--- src/rtl/zero_unpad.sv ---
// rtl/zero_unpad.sv - drops zero-interleaved padding, keeping even-row/even-column samples (optional ZERO_UNPAD_CHECK_EN)
module zero_unpad #(
    parameter int SIZE   = 5,
    parameter int DATA_W = 32
) (
    input  logic              clk,
    input  logic              reset,
    input  logic              en,
    input  logic              in_valid,
    output logic              in_ready,
    input  logic [DATA_W-1:0] in_data,
    output logic              out_valid,
    input  logic              out_ready,
    output logic [DATA_W-1:0] out_data,
    output logic              out_last,
    output logic              frame_done,
    output logic              pad_err
);

    localparam int CW_RAW = $clog2(2*SIZE-1);
    localparam int CW     = (CW_RAW < 1) ? 1 : CW_RAW;
    localparam logic [CW-1:0] LAST_IDX = CW'(2*(SIZE-1));

    logic [CW-1:0] row_cnt;
    logic [CW-1:0] col_cnt;
    logic          accept;
    logic          keep;
    logic          at_row_end;
    logic          at_col_end;

    // Single output register: accept a new element whenever it is empty or being drained.
    assign in_ready   = en & (~out_valid | out_ready);
    assign accept     = in_valid & in_ready;
    assign keep       = ~row_cnt[0] & ~col_cnt[0];
    assign at_row_end = (row_cnt == LAST_IDX);
    assign at_col_end = (col_cnt == LAST_IDX);

    // Raster position of the next accepted element; wraps at the end of each row and frame.
    always_ff @(posedge clk) begin
        if (reset) begin
            row_cnt <= '0;
            col_cnt <= '0;
        end else if (accept) begin
            if (at_col_end) begin
                col_cnt <= '0;
                row_cnt <= at_row_end ? '0 : row_cnt + CW'(1);
            end else begin
                col_cnt <= col_cnt + CW'(1);
            end
        end
    end

    // Output register: loads kept elements, holds under backpressure, empties when drained.
    always_ff @(posedge clk) begin
        if (reset) begin
            out_valid <= 1'b0;
            out_data  <= '0;
            out_last  <= 1'b0;
        end else if (accept && keep) begin
            out_valid <= 1'b1;
            out_data  <= in_data;
            out_last  <= at_row_end & at_col_end;
        end else if (out_ready) begin
            out_valid <= 1'b0;
            out_last  <= 1'b0;
        end
    end

    // One-cycle pulse after the final padded element of a frame is taken.
    always_ff @(posedge clk) begin
        if (reset) begin
            frame_done <= 1'b0;
        end else begin
            frame_done <= accept & at_row_end & at_col_end;
        end
    end

`ifdef ZERO_UNPAD_CHECK_EN
    // Sticky flag: a padding position carried a non-zero value.
    always_ff @(posedge clk) begin
        if (reset) begin
            pad_err <= 1'b0;
        end else if (accept && !keep && (|in_data)) begin
            pad_err <= 1'b1;
        end
    end
`else
    assign pad_err = 1'b0;
`endif

endmodule

--- config.mk ---
export PLATFORM = sky130hd
export DESIGN_NAME = zero_unpad
export DESIGN_NICKNAME = d
export VERILOG_FILES = /design/src/rtl/zero_unpad.sv
export SDC_FILE = /design/constraint.sdc
export NUM_CORES = 1
export LEC_CHECK = 0
export ABC_CLOCK_PERIOD_IN_PS = 1870
export CAP_MARGIN = 5
export CORE_AREA = 2 2 74 76
export CTS_CLUSTER_SIZE = 12
export DETAILED_ROUTE_END_ITERATION = 12
export DIE_AREA = 0 0 76 78
export HOLD_SLACK_MARGIN = 0.12
export PLACE_DENSITY = 0.66
export SLEW_MARGIN = 10
export SYNTH_ARGS = -nofsm -noshare
export SYNTH_HDL_FRONTEND = slang
export SYNTH_SLANG_ARGS = --single-unit
--- constraint.sdc ---
create_clock -name clk -period 1.87 [get_ports clk]
set_input_delay 0.187 -clock clk [delete_from_list [all_inputs] [get_ports clk]]
set_output_delay 0.187 -clock clk [all_outputs]
set_load 0.01 [all_outputs]
# ---- Yosys cells after proc, flatten, opt, wreduce, memory -nomap -nowiden
# Cells that the tools add are included.
# Widths: inputs -> output; s select.
dict set report word_totals {
  reg_bits 43
  inputBits 37
  out_inout_bits 37
  elab_cells 28
}
dict set report classes {
  add_sub_neg 2
  eq_ne 2
  mux 5
  bitwise_logic 10
  reduce_logical 3
}
# cell n
set ops {}
lappend ops {{$add 4x1->4 const B} 2}
lappend ops {{$eq 4x4->1 const B} 2}
lappend ops {{$mux 4} 2}
lappend ops {{$and 1x1->1} 6}
lappend ops {{$mux 1} 3}
lappend ops {{$not 1->1} 3}
lappend ops {{$reduce_and 2->1} 1}
lappend ops {{$reduce_bool 2->1} 1}
lappend ops {{$logic_and 1x1->1} 1}
lappend ops {{$or 1x1->1} 1}

# ---- Logic depth before layout (Yosys ltp)
dict set report depth {
  depth_word 6
  mapped_depth 7
  ltp_nobuf 6
}

# ---- Least setup slack after synthesis
# No wires, ideal clock.
dict set report synth_path {
  kind {reg-to-reg}
  startpoint {reg col_cnt[0]}
  endpoint {reg row_cnt[3]}
  setup_time_ps 73
  arrival_time_ps 1366
  required_time_ps 1797
  slack_ps 431
  stages_incl_launch_ff 8
  n_path_buf 1
  synth_period_minus_slack_ps 1439
  path_cell_list {dfxtp_1 -> inv_1 -> ha_1 -> and3b_2 -> and3_1 -> buf_6 -> o211a_1 -> nor3_2}
}
dict set report synth_via {
  elab_chain_len 2
}
# element line
set synth_lines {}
lappend synth_lines {{start, declared} 25} ;# logic [CW-1:0] col_cnt;
lappend synth_lines {{start signal, assigned} 48} ;# col_cnt <= col_cnt + CW'(1);
lappend synth_lines {{$eq 4x4->1} 36} ;# assign at_col_end = (col_cnt == LAST_IDX);
lappend synth_lines {{$reduce_and 2->1 (no source line)} --}
lappend synth_lines {{end signal, assigned} 46} ;# row_cnt <= at_row_end ? '0 : row_cnt + CW'(1);
lappend synth_lines {{end, declared} 24} ;# logic [CW-1:0] row_cnt;
# Every way passes these cells.
# A chain may end at the register's enable or synchronous reset.

# ---- Final worst setup path
dict set report layout_path {
  startpoint {in out_ready}
  endpoint {out in_ready}
}
dict set report layout_via {
  elab_chain_len 2
}
# element line
set layout_lines {}
lappend layout_lines {{start, declared} 13} ;# input logic out_ready,
lappend layout_lines {{$or 1x1->1} 32} ;# assign in_ready = en & (~out_valid | out_ready);
lappend layout_lines {{$and 1x1->1} 32}
lappend layout_lines {{end, declared} 10} ;# output logic in_ready,
# Every way passes these cells.

==> run_results.csv <==
group,metric,value,unit
run_status,run_status,"finished clean",
synthesis,seq_area_frac_synth,49.7,%
clock_tree,post_cts_resized,0,
setup_path,crit_slowest_cell,"clkdlybuf4s50_1",
setup_path,arrival,1480,ps
timing,rsz0062_at_grt,"false",
routing,drc,0,
global_routing,grt_pass1_vias,1509,
power_and_ir_drop,powerDensity,735,mW/mm²
die,coreArea,0.00504,mm²
die,start_util,34.3,%
timing,fmax,599,MHz
synthesis,synth-adder-area-share,2.89,%
hold_path,hold_class,"in -> reg",
clock_tree,worstSkewPairLatency,290,ps
power_and_ir_drop,peakVddDrop,0.377,mV
power_and_ir_drop,power_switching,0.443,mW
timing,skew,9.30,ps
routing,drtPass1Iterations,4,
place,numPortBuffers,72,
die,dieArea,0.00593,mm²
setup_path,crit_chain,"clkdlybuf4s50_1, nand2b_1, and2_1, clkdlybuf4s50_1",
finish,drive_gt1_share,6.01,%
synthesis,synthMuxAreaShare,1.16,%
clock_tree,clockBufferDepth,2,
clock_tree,cts_setup_buffers,0,
synthesis,ys.flop_type,"dfxtp_1",
setup_path,cp-start-kind,"input pin",
global_routing,grtUsageTotal,14.3,%
timing,setup_viol,0,
synthesis,yosys_warnings,0,
setup_path,crit_top_cell,"clkdlybuf4s50_1",
setup_path,max_stage_delay,540,ps
routing,drtIter0Drc,36,
routing,ant_nets,0,
place,dpl.hpwl,2.83,mm
power_and_ir_drop,p_clk_share,33.7,%
finish,antenna_cells,0,
timing,slew_violations,0,
power_and_ir_drop,seqPwrFrac,51.1,%
synthesis,synth_nets,254,
power_and_ir_drop,p_leak,0.950,nW
place,gp_congestion,0.818,
setup_path,path_buf_inv,2,
timing,min_period,1670,ps
timing,hold_ws,437,ps
synthesis,synth-simple-area-share,25.8,%
die,die_h,78,µm
routing,viasPerCell,4.49,
timing,hold_viol,0,
synthesis,ys_ff_latch,43,
setup_path,cp.required,1680,ps
power_and_ir_drop,pwr-share-comb,15.1,%
routing,routed_wl,4.03,mm
timing,finalCritPeriodShare,89.3,%
global_routing,grt.overflow.total,0,
synthesis,async_flop_share,0,%
setup_path,path_max_fanout,3,
finish,regArea,861,µm²
power_and_ir_drop,p_int,1.46,mW
power_and_ir_drop,swShare,23.3,%
clock_tree,htree_levels,2,
timing,fin_setup_tns,0,ps
setup_path,path_delay_family,"buffers and inverters",
run,cap_violations,0,
clock_tree,cts_inserted_buffers,5,
die,top_level_ports,74,
finish,nFillCells,499,
global_routing,grt_max_degree,44,
routing,num_vias,1584,
clock_tree,clock-root-buffer,"clkbuf_8",
finish,area_delta_synth_final,49.3,%
synthesis,syn_avg_cell_area,8.12,µm²
synthesis,synth_top_family_by_area,"simple AND/OR/NAND/NOR gates",
setup_path,endpoint_kind,"output port",
global_routing,antenna_found_initial,0,
setup_path,crit_type,"in -> out",
synthesis,synth_xor_area_share,0,%
clock_tree,holdBufCountCts,0,
clock_tree,clkTransAtPathRegs,80,ps
global_routing,grt_pass1_wl,7.02,mm
clock_tree,cts_tree,"built",
die,die_x,76,µm
finish,multiInputGateArea,738,µm²
synthesis,syn_inst,213,
routing,post_drt_wl_per_cell,11.4,µm
synthesis,synth_area,0.00173,mm²
clock_tree,cts_sinks,43,
synthesis,synth_compound_area_share,12.6,%
die,std_cell_rows,26,
synthesis,synth-edff-count,0,
synthesis,synth_cell_types,30,
finish,num-nets-final,323,
## path summary, 6_finish.rpt
kind                from      endpoint  slack (ps)  depth (start not counted)
max            out_ready      in_ready         200                          4
min          in_data[16]  out_data[16]         440                          3
max reg2reg   col_cnt[0]    row_cnt[3]         320                          6
min reg2reg  out_data[9]   out_data[9]         450                          2
## worst register-to-register path: cells and delay by family, from the launching register on
family          cells  cell delay [ps]
flops               1              420
compound gates      1              150
simple gates        3              640
buf+inv             1               70
fa+ha+maj           1              210
## sequential cells by signal, indices dropped and copies added (netlist names)
signal and flops:
col_cnt 4, out_data 32, out_valid 1, row_cnt 4
out_last 1, frame_done 1
## stage by stage
step                      std cells  total power [mW]  utilization [%]  instance area (µm²)  setup WS, ps
after global placement          345              1.28             49.3                 2480           173
final                           353              1.90             51.2                 2580           200
after global routing            353              2.00             51.2                 2580           153
after floorplan                 213              1.12                -                 1730           431
after detailed placement        345              1.28             49.3                 2480           189
after CTS                       353              1.93             51.2                 2580           189
## placed cells by master (no fill, tap or decap), types with 4 or more instances in the layout
cell              n
clkbuf_8          7
a21oi_1          37
nor2_1            8
ha_1              4
nand3_1           5
nand2_1          70
inv_1             5
clkdlybuf4s50_1  72
dfxtp_1          43
buf_4             5
## synthesized netlist by cell type (2+ instances only)
cell type	number	area (µm²)
nand2_1	70	263
dfxtp_1	43	861
a21oi_1	37	185
nor2_1	8	30.0
buf_6	5	56.3
clkbuf_1	5	18.8
inv_1	5	18.8
nand3_1	5	25.0
ha_1	4	50.1
buf_2	3	15.0
buf_4	3	22.5
and2_1	2	12.5
and3_1	2	12.5
and3b_1	2	17.5
mux2i_1	2	20.0
nand2b_1	2	12.5
or3_1	2	12.5
## metal layers
| layer | GRT usage [%] | wire length, µm | up-vias |
|---|---|---|---|
| li1 | - | - | 828 |
| met1 | 16.5 | 1840 | 706 |
| met2 | 25.6 | 1950 | 46 |
| met3 | 4.42 | 205 | 4 |
| met4 | 4.36 | 30 | 0 |
| met5 | 0 | 0 | - |
## layout make-up
type	instances	share of cell area (%)
Sequential cell	43	33.3
Multi-Input combinational cell	149	28.6
Tap cell	70	3.39
Timing Repair Buffer	78	30.1
Inverter	5	0.726
Clock buffer	8	3.87
## logic make-up (layout without fill, tap and decap cells)
group                      count (synthesis)  after routing
and+or+nand+nor                          101            101
DFF                                       43             43
AOI/OAI and AO/OA                         41             41
buffers and inverters                     21             91
adders and majority gates                  4              4
muxes                                      2              2
other                                      1              1
## power groups by stage
stage          sequential [mW]  combinational [mW]  clock, mW
6_report                 0.972               0.287      0.641
5_1_grt                  0.978               0.315      0.704
4_1_cts                  0.972               0.292      0.670
3_5_place_dp             0.993               0.291          0
3_3_place_gp             0.992               0.289          0
2_1_floorplan             1.01               0.108          0
(Power assumes the default switching activity.)
